<file path="src/rtl/tproj_tx_memory_pkg.sv">
// Shared definitions for the projection link (TX and RX ends).
package tproj_tx_memory_pkg;

  localparam int DATA_W      = 55;
  localparam int TAG_MSB     = 54;
  localparam int TAG_LSB     = 51;
  localparam int DEPTH       = 16;
  localparam int MAX_PER_EVT = 32;
  localparam int CNT_W       = 16;

  // Wide enough to hold the value MAX_PER_EVT itself.
  localparam int EVT_W = $clog2(MAX_PER_EVT + 1);

  // A zero tag means "no word", so the all-zeros word is the link idle word.
  localparam logic [DATA_W-1:0] LINK_IDLE_WORD = {DATA_W{1'b0}};

  typedef enum logic [1:0] {
    ST_IDLE   = 2'd0,
    ST_ACTIVE = 2'd1,
    ST_CAPPED = 2'd2
  } tx_state_e;

  // True when the word carries a real projection (nonzero tag).
  function automatic logic tag_nonzero(input logic [DATA_W-1:0] word);
    return |word[TAG_MSB:TAG_LSB];
  endfunction

  // Statistics counters stick at all-ones instead of wrapping.
  function automatic logic [CNT_W-1:0] sat_inc(input logic [CNT_W-1:0] value);
    if (&value) begin
      return value;
    end else begin
      return value + CNT_W'(1);
    end
  endfunction

endpackage

</file>
<file path="src/rtl/tproj_tx_memory_fifo.sv">
// Single-clock FIFO. No bypass: a word written at an edge is readable
// from the head only after that edge. Push while full and pop while
// empty are ignored.
module proj_sync_fifo #(
  parameter int DATA_W = 55,
  parameter int DEPTH  = 16
) (
  input  logic                     clk,
  input  logic                     rst_n,
  input  logic                     push,
  input  logic [DATA_W-1:0]        push_data,
  input  logic                     pop,
  output logic [DATA_W-1:0]        head,
  output logic                     full,
  output logic                     empty,
  output logic [$clog2(DEPTH):0]   count
);

  localparam int AW = $clog2(DEPTH);
  localparam int CW = AW + 1;

  logic [DATA_W-1:0] mem_q [DEPTH];
  logic [AW-1:0]     wr_ptr_q, wr_ptr_d;
  logic [AW-1:0]     rd_ptr_q, rd_ptr_d;
  logic [CW-1:0]     count_q, count_d;
  logic              do_push;
  logic              do_pop;

  assign full  = (count_q == CW'(DEPTH));
  assign empty = (count_q == CW'(0));
  assign count = count_q;
  assign head  = mem_q[rd_ptr_q];

  // Next pointer and occupancy values; pointers wrap naturally modulo DEPTH.
  always_comb begin
    do_push  = push && !full;
    do_pop   = pop && !empty;
    wr_ptr_d = wr_ptr_q;
    rd_ptr_d = rd_ptr_q;
    count_d  = count_q;
    if (do_push) begin
      wr_ptr_d = wr_ptr_q + AW'(1);
    end else begin
      wr_ptr_d = wr_ptr_q;
    end
    if (do_pop) begin
      rd_ptr_d = rd_ptr_q + AW'(1);
    end else begin
      rd_ptr_d = rd_ptr_q;
    end
    case ({do_push, do_pop})
      2'b10:   count_d = count_q + CW'(1);
      2'b01:   count_d = count_q - CW'(1);
      default: count_d = count_q;
    endcase
  end

  // Pointer and occupancy registers; reset discards all buffered words.
  always_ff @(posedge clk or negedge rst_n) begin
    if (!rst_n) begin
      wr_ptr_q <= AW'(0);
      rd_ptr_q <= AW'(0);
      count_q  <= CW'(0);
    end else begin
      wr_ptr_q <= wr_ptr_d;
      rd_ptr_q <= rd_ptr_d;
      count_q  <= count_d;
    end
  end

  // Storage array; contents need no reset since occupancy gates every read.
  always_ff @(posedge clk) begin
    if (do_push) begin
      mem_q[wr_ptr_q] <= push_data;
    end
  end

endmodule

</file>
<file path="src/rtl/tproj_tx_memory.sv">
// Transmit-side projection buffer: accepts projections, applies the
// per-event cap, buffers them and launches one word per cycle on the link.
module tproj_tx_memory
  import tproj_tx_memory_pkg::*;
(
  input  logic              proc_clk,
  input  logic              reset,
  input  logic              start_evt,
  input  logic [DATA_W-1:0] proj_in,
  input  logic              proj_in_valid,
  output logic              proj_in_ready,
  input  logic              link_full,
  output logic [DATA_W-1:0] proj_out,
  output logic [CNT_W-1:0]  n_sent,
  output logic [CNT_W-1:0]  n_dropped,
  output logic              busy
);

  localparam int FCW = $clog2(DEPTH) + 1;

  tx_state_e         state_q, state_d;
  tx_state_e         state_base;
  logic [EVT_W-1:0]  evt_cnt_q, evt_cnt_d;
  logic [EVT_W-1:0]  evt_cnt_base;
  logic [DATA_W-1:0] proj_out_q, proj_out_d;
  logic [CNT_W-1:0]  n_sent_q, n_sent_d;
  logic [CNT_W-1:0]  n_dropped_q, n_dropped_d;

  logic              accept;
  logic              in_event;
  logic              fifo_push;
  logic              fifo_pop;
  logic [DATA_W-1:0] fifo_head;
  logic              fifo_full;
  logic              fifo_empty;
  logic [FCW-1:0]    fifo_count;

  proj_sync_fifo #(
    .DATA_W (DATA_W),
    .DEPTH  (DEPTH)
  ) u_fifo (
    .clk       (proc_clk),
    .rst_n     (reset),
    .push      (fifo_push),
    .push_data (proj_in),
    .pop       (fifo_pop),
    .head      (fifo_head),
    .full      (fifo_full),
    .empty     (fifo_empty),
    .count     (fifo_count)
  );

  // Intake: ready per state, cap/zero-tag filtering, event counting and next state.
  always_comb begin
    proj_in_ready = 1'b0;
    fifo_push     = 1'b0;
    n_dropped_d   = n_dropped_q;
    case (state_q)
      ST_IDLE:   proj_in_ready = 1'b0;
      ST_ACTIVE: proj_in_ready = !fifo_full;
      ST_CAPPED: proj_in_ready = 1'b1;
      default:   proj_in_ready = 1'b0;
    endcase
    accept = proj_in_valid && proj_in_ready;

    // A start pulse opens a new event this very cycle, so a word accepted
    // alongside it is the first word of the new event.
    if (start_evt) begin
      evt_cnt_base = EVT_W'(0);
      state_base   = ST_ACTIVE;
    end else begin
      evt_cnt_base = evt_cnt_q;
      state_base   = state_q;
    end
    in_event  = (state_base == ST_ACTIVE);
    evt_cnt_d = evt_cnt_base;

    if (accept) begin
      // Full FIFO can only coincide with an accept when a start pulse
      // arrives in CAPPED (ready=1); such a word is dropped, not lost silently.
      if (in_event && tag_nonzero(proj_in) && !fifo_full) begin
        fifo_push = 1'b1;
        evt_cnt_d = evt_cnt_base + EVT_W'(1);
      end else begin
        n_dropped_d = sat_inc(n_dropped_q);
      end
    end else begin
      evt_cnt_d = evt_cnt_base;
    end

    if (in_event && (evt_cnt_d >= EVT_W'(MAX_PER_EVT))) begin
      state_d = ST_CAPPED;
    end else begin
      state_d = state_base;
    end
  end

  // Drain: launch the head word whenever the link can take it, else idle word.
  always_comb begin
    fifo_pop   = !link_full && !fifo_empty;
    proj_out_d = LINK_IDLE_WORD;
    n_sent_d   = n_sent_q;
    if (fifo_pop) begin
      proj_out_d = fifo_head;
      n_sent_d   = sat_inc(n_sent_q);
    end else begin
      proj_out_d = LINK_IDLE_WORD;
      n_sent_d   = n_sent_q;
    end
  end

  // Control state, link word and statistics registers.
  always_ff @(posedge proc_clk or negedge reset) begin
    if (!reset) begin
      state_q     <= ST_IDLE;
      evt_cnt_q   <= EVT_W'(0);
      proj_out_q  <= LINK_IDLE_WORD;
      n_sent_q    <= CNT_W'(0);
      n_dropped_q <= CNT_W'(0);
    end else begin
      state_q     <= state_d;
      evt_cnt_q   <= evt_cnt_d;
      proj_out_q  <= proj_out_d;
      n_sent_q    <= n_sent_d;
      n_dropped_q <= n_dropped_d;
    end
  end

  assign proj_out  = proj_out_q;
  assign n_sent    = n_sent_q;
  assign n_dropped = n_dropped_q;
  assign busy      = (state_q != ST_IDLE) || (fifo_count != FCW'(0));

endmodule

</file>
<file path="config.mk">
export PLATFORM = sky130hd
export DESIGN_NAME = tproj_tx_memory
export DESIGN_NICKNAME = d
export VERILOG_FILES = /design/src/rtl/tproj_tx_memory_pkg.sv /design/src/rtl/tproj_tx_memory_fifo.sv /design/src/rtl/tproj_tx_memory.sv
export SDC_FILE = /design/constraint.sdc
export NUM_CORES = 1
export LEC_CHECK = 0
export CAP_MARGIN = 5
export CORE_ASPECT_RATIO = 1.25
export CORE_MARGIN = 5
export CORE_UTILIZATION = 65
export DETAILED_ROUTE_END_ITERATION = 8
export HOLD_SLACK_MARGIN = 0.1
export PLACE_DENSITY_LB_ADDON = 0.15
export SYNTH_ARGS = -nofsm -noshare
export SYNTH_HDL_FRONTEND = slang
export SYNTH_SLANG_ARGS = --single-unit
</file>
<file path="constraint.sdc">
create_clock -name proc_clk -period 9.1 [get_ports proc_clk]
set_input_delay 1.365 -clock proc_clk [delete_from_list [all_inputs] [get_ports proc_clk]]
set_output_delay 1.365 -clock proc_clk [all_outputs]
set_load 0.01 [all_outputs]
</file>
==> run_results.csv <==
group,metric,value,unit
status,status,"finished clean",
synthesis,synth_nets,1685,
clocking,tritoncts,"yes",
route,top_layer_used,"met5",
critical_path,required,9.35,ns
synthesis,syn_area,37500,um2
power_and_ir_drop,seqPwrFrac,45.5,%
global_route,grt_overflow,0,
route,wl,78100,um
floorplanning,die_h,279,um
power_and_ir_drop,p_int,9.43,mW
floorplanning,die_x,225,um
power_and_ir_drop,peakVddDrop,0.000297,V
critical_path,critPathTopFamily,"simple AND/OR/NAND/NOR gates",
placed_design,placed_area,39800,um2
route,drcViolationCount,0,
sta,relSlewSlack,26.0,%
floorplanning,ios,149,
global_route,grt_max_degree,168,
sta,period_share,50.4,%
synthesis,ys_seq_area_share,77.6,%
critical_path,crit_end,"u_fifo.mem_q[2][40]$_DFFE_PP_",
flow_run,maxCapViolCount,0,
hold_path,hp-class,"register to register",
power_and_ir_drop,pwr-share-clk,29.7,%
route,viasPerCell,6.51,
final_layout,final_common_cell,"edfxtp_1",
sta,tightest_slew,1.11,ns
critical_path,worstPathArrival,4.83,ns
critical_path,worstPathCellList,"clkdlybuf4s50_1 -> nor4_1 -> a221oi_2 -> and2_1 -> inv_2 -> nor3_1 -> and2_4",
sta,rsz0062_at_grt,"false",
power_and_ir_drop,pwr-share-comb,24.8,%
floorplanning,core_area,57300,um2
critical_path,crit_fanout,55,
synthesis,synthTopCellsByArea,"edfxtp_1, mux4_2, dfrtp_1, nor2b_1, xnor2_1",
placed_design,portBuffers,148,
critical_path,start_kind,"input pin",
floorplanning,dieArea,62700,um2
route,wl_met2,41000,um
synthesis,synth.top_cell.area_share,70.4,%
route,num_vias,17000,
route,first_pass_iters,5,
final_layout,area_delta_synth_final,14.1,%
global_route,grt_pass1_vias,18100,
final_layout,design_area,42800,um2
final_layout,final_nets,1865,
global_route,antenna_found_initial,3,
power_and_ir_drop,powerDensity,302,nW/um2
power_and_ir_drop,p_sw,3.49,mW
clocking,clk_pin_slew_worst_paths,0.06,ns
sta,skew,0.0201,ns
clocking,cts.sinks,988,
critical_path,cpPeakStageDelay,0.86,ns
clocking,postCtsHoldBufs,0,
power_and_ir_drop,switching_share,27.0,%
route,drt_iter0_markers,1722,
synthesis,synth.avg_cell_area,23.3,um2
critical_path,crit_cells,7,
critical_path,cpMaxStageDelayCell,"and2_4",
final_layout,final_cell_mix,"edfxtp_1, mux4_2, clkdlybuf4s50_1",
synthesis,yosysWarnings,0,
route,drtAntennaViolNets,0,
synthesis,async_flop_share,10.9,%
critical_path,critPathCaptureType,"register",
route,wl_met1,29600,um
clocking,cts_resized,0,
clocking,clock_latency,0.64,ns
sta,hold_ws,0.497,ns
power_and_ir_drop,p_leak,13.9,nW
critical_path,r2r_start,"state_q[1]$_DFF_PN0_",
sta,clock.fmax,0.218,GHz
placed_design,dpl.hpwl,37600,um
critical_path,startpoint,"proj_in[52]",
sta,slew_viol_final,0,
synthesis,synth_largest_area_cell,"edfxtp_1",
synthesis,yosys.cell_types.count,45,
sta,fin_crit,4.58,ns
critical_path,r2r_slack,5.57,ns
critical_path,critPathKind,"input pin to register",
sta,setup_viol,0,
clocking,htreeDepth,3,
global_route,grt_pass1_wl,118000,um
clocking,cts_max_path_buffers,3,
clocking,post-cts-setup-buffer-count,0,
critical_path,reg2regPathDepth,8,
critical_path,path_buf_inv,2,
route,wl_per_cell,29.8,um
clocking,cts-buffers-inserted,91,
global_route,track_usage,25.5,%
sta,hold_violations,0,
synthesis,synth-edff-count,880,
synthesis,synthCells,1611,
clocking,root_buffer,"clkbuf_16",
final_layout,drive_gt1_share,24.9,%
synthesis,synth-main-ff-cell,"edfxtp_1",
synthesis,ys_ff_latch,988,
critical_path,r2r_end,"u_fifo.mem_q[2][40]$_DFFE_PP_",
floorplanning,initial_core_util,65.6,%
placed_design,gp_congestion,0.731,
floorplanning,rows,98,
sta,timing.setup.tns,0,ns
route,dr_wl_met3,5570,um
layout make-up:
class | count | area, um2
antenna | 1 | 2.50
clock buffer | 119 | 2510
clock inverter | 50 | 502
fill | 3066 | 14400
inverter | 11 | 41.3
multi-input combinational | 535 | 8050
sequential | 988 | 29100
tap | 750 | 938
timing repair buffer | 164 | 1630
registers in the layout, summed over array words and instances (netlist names):
register / flops
u_fifo.mem_q: 880
state_q: 2
n_sent: 16
u_fifo.wr_ptr_q: 4
proj_out: 55
evt_cnt_q: 6
u_fifo.count: 5
n_dropped: 16
u_fifo.rd_ptr_q: 4
routing by layer:
layer / vias to the layer above / global-route usage (%)
met5: - / 0
met4: 2 / 7.03
met3: 121 / 4.53
met2: 811 / 43.2
met1: 9040 / 35.3
li1: 7063 / -
cell usage after synthesis (3+ instances only):
cell type,number
nor2b_1,60
dfrtp_1,108
or4_1,3
mux2_2,3
xor2_1,15
nand3_1,14
edfxtp_1,880
nand4_1,13
nand2_1,25
nand2b_1,3
mux4_2,275
buf_2,22
and2_1,6
xnor2_1,31
nor4_1,4
nor3b_1,4
buf_1,11
inv_1,9
nor2_1,21
and4_1,8
and3_1,9
a21oi_1,3
clkbuf_1,29
a21o_1,3
ha_1,14
o21ai_0,4
buf_4,13
through the flow:
stage	instances	util, %	setup slack, ns	power (mW)
2_1_floorplan	1611	-	1.89	8.12
3_3_place_gp	2448	69.5	4.12	9.08
3_5_place_dp	2448	69.5	3.91	9.16
4_1_cts	2617	74.8	4.60	13.0
5_1_grt	2618	74.8	4.39	13.4
6_report	2618	74.8	4.52	12.9
worst reg2reg max path, delay by kind of cell, from the launching register on:
kind / cells / cell delay, ns
and+or+nand+nor: 5 / 2.06
DFF: 1 / 0.43
adders and majority gates: 1 / 0.29
buffers and inverters: 2 / 0.27
how the worst min path moves through the flow:
stage                                 startpoint  slack (ns)                      to  cells past startpoint
after floorplan           evt_cnt_q[3]$_DFF_PN0_        0.50  evt_cnt_q[3]$_DFF_PN0_                      2
after global placement    n_sent[10]$_DFFE_PN0P_        0.48  n_sent[10]$_DFFE_PN0P_                      1
after detailed placement  n_sent[10]$_DFFE_PN0P_        0.50  n_sent[10]$_DFFE_PN0P_                      1
after CTS                 n_sent[10]$_DFFE_PN0P_        0.50  n_sent[10]$_DFFE_PN0P_                      1
after global routing      n_sent[10]$_DFFE_PN0P_        0.53  n_sent[10]$_DFFE_PN0P_                      1
final                     n_sent[10]$_DFFE_PN0P_        0.50  n_sent[10]$_DFFE_PN0P_                      1
power groups by stage:
| stage | Combinational, mW | Clock, mW | Sequential (mW) |
|---|---|---|---|
| after floorplan | 2.36 | 0 | 5.76 |
| after global placement | 3.17 | 0 | 5.91 |
| after detailed placement | 3.21 | 0 | 5.95 |
| after CTS | 3.26 | 3.90 | 5.88 |
| after global routing | 3.41 | 4.11 | 5.93 |
| final | 3.20 | 3.84 | 5.88 |
logic make-up (layout without fill, tap and decap cells):
group           after synthesis  count (layout)  synth area share (%)
simple gates                177             177                  2.73
buf+inv                      88             344                  1.12
mux                         279             279                  16.6
flops                       988             988                  77.6
other cells                   0               1                     0
fa+ha+maj                    14              14                 0.467
compound gates               19              19                 0.397
xor+xnor                     46              46                  1.07
(Power assumes the default switching activity.)
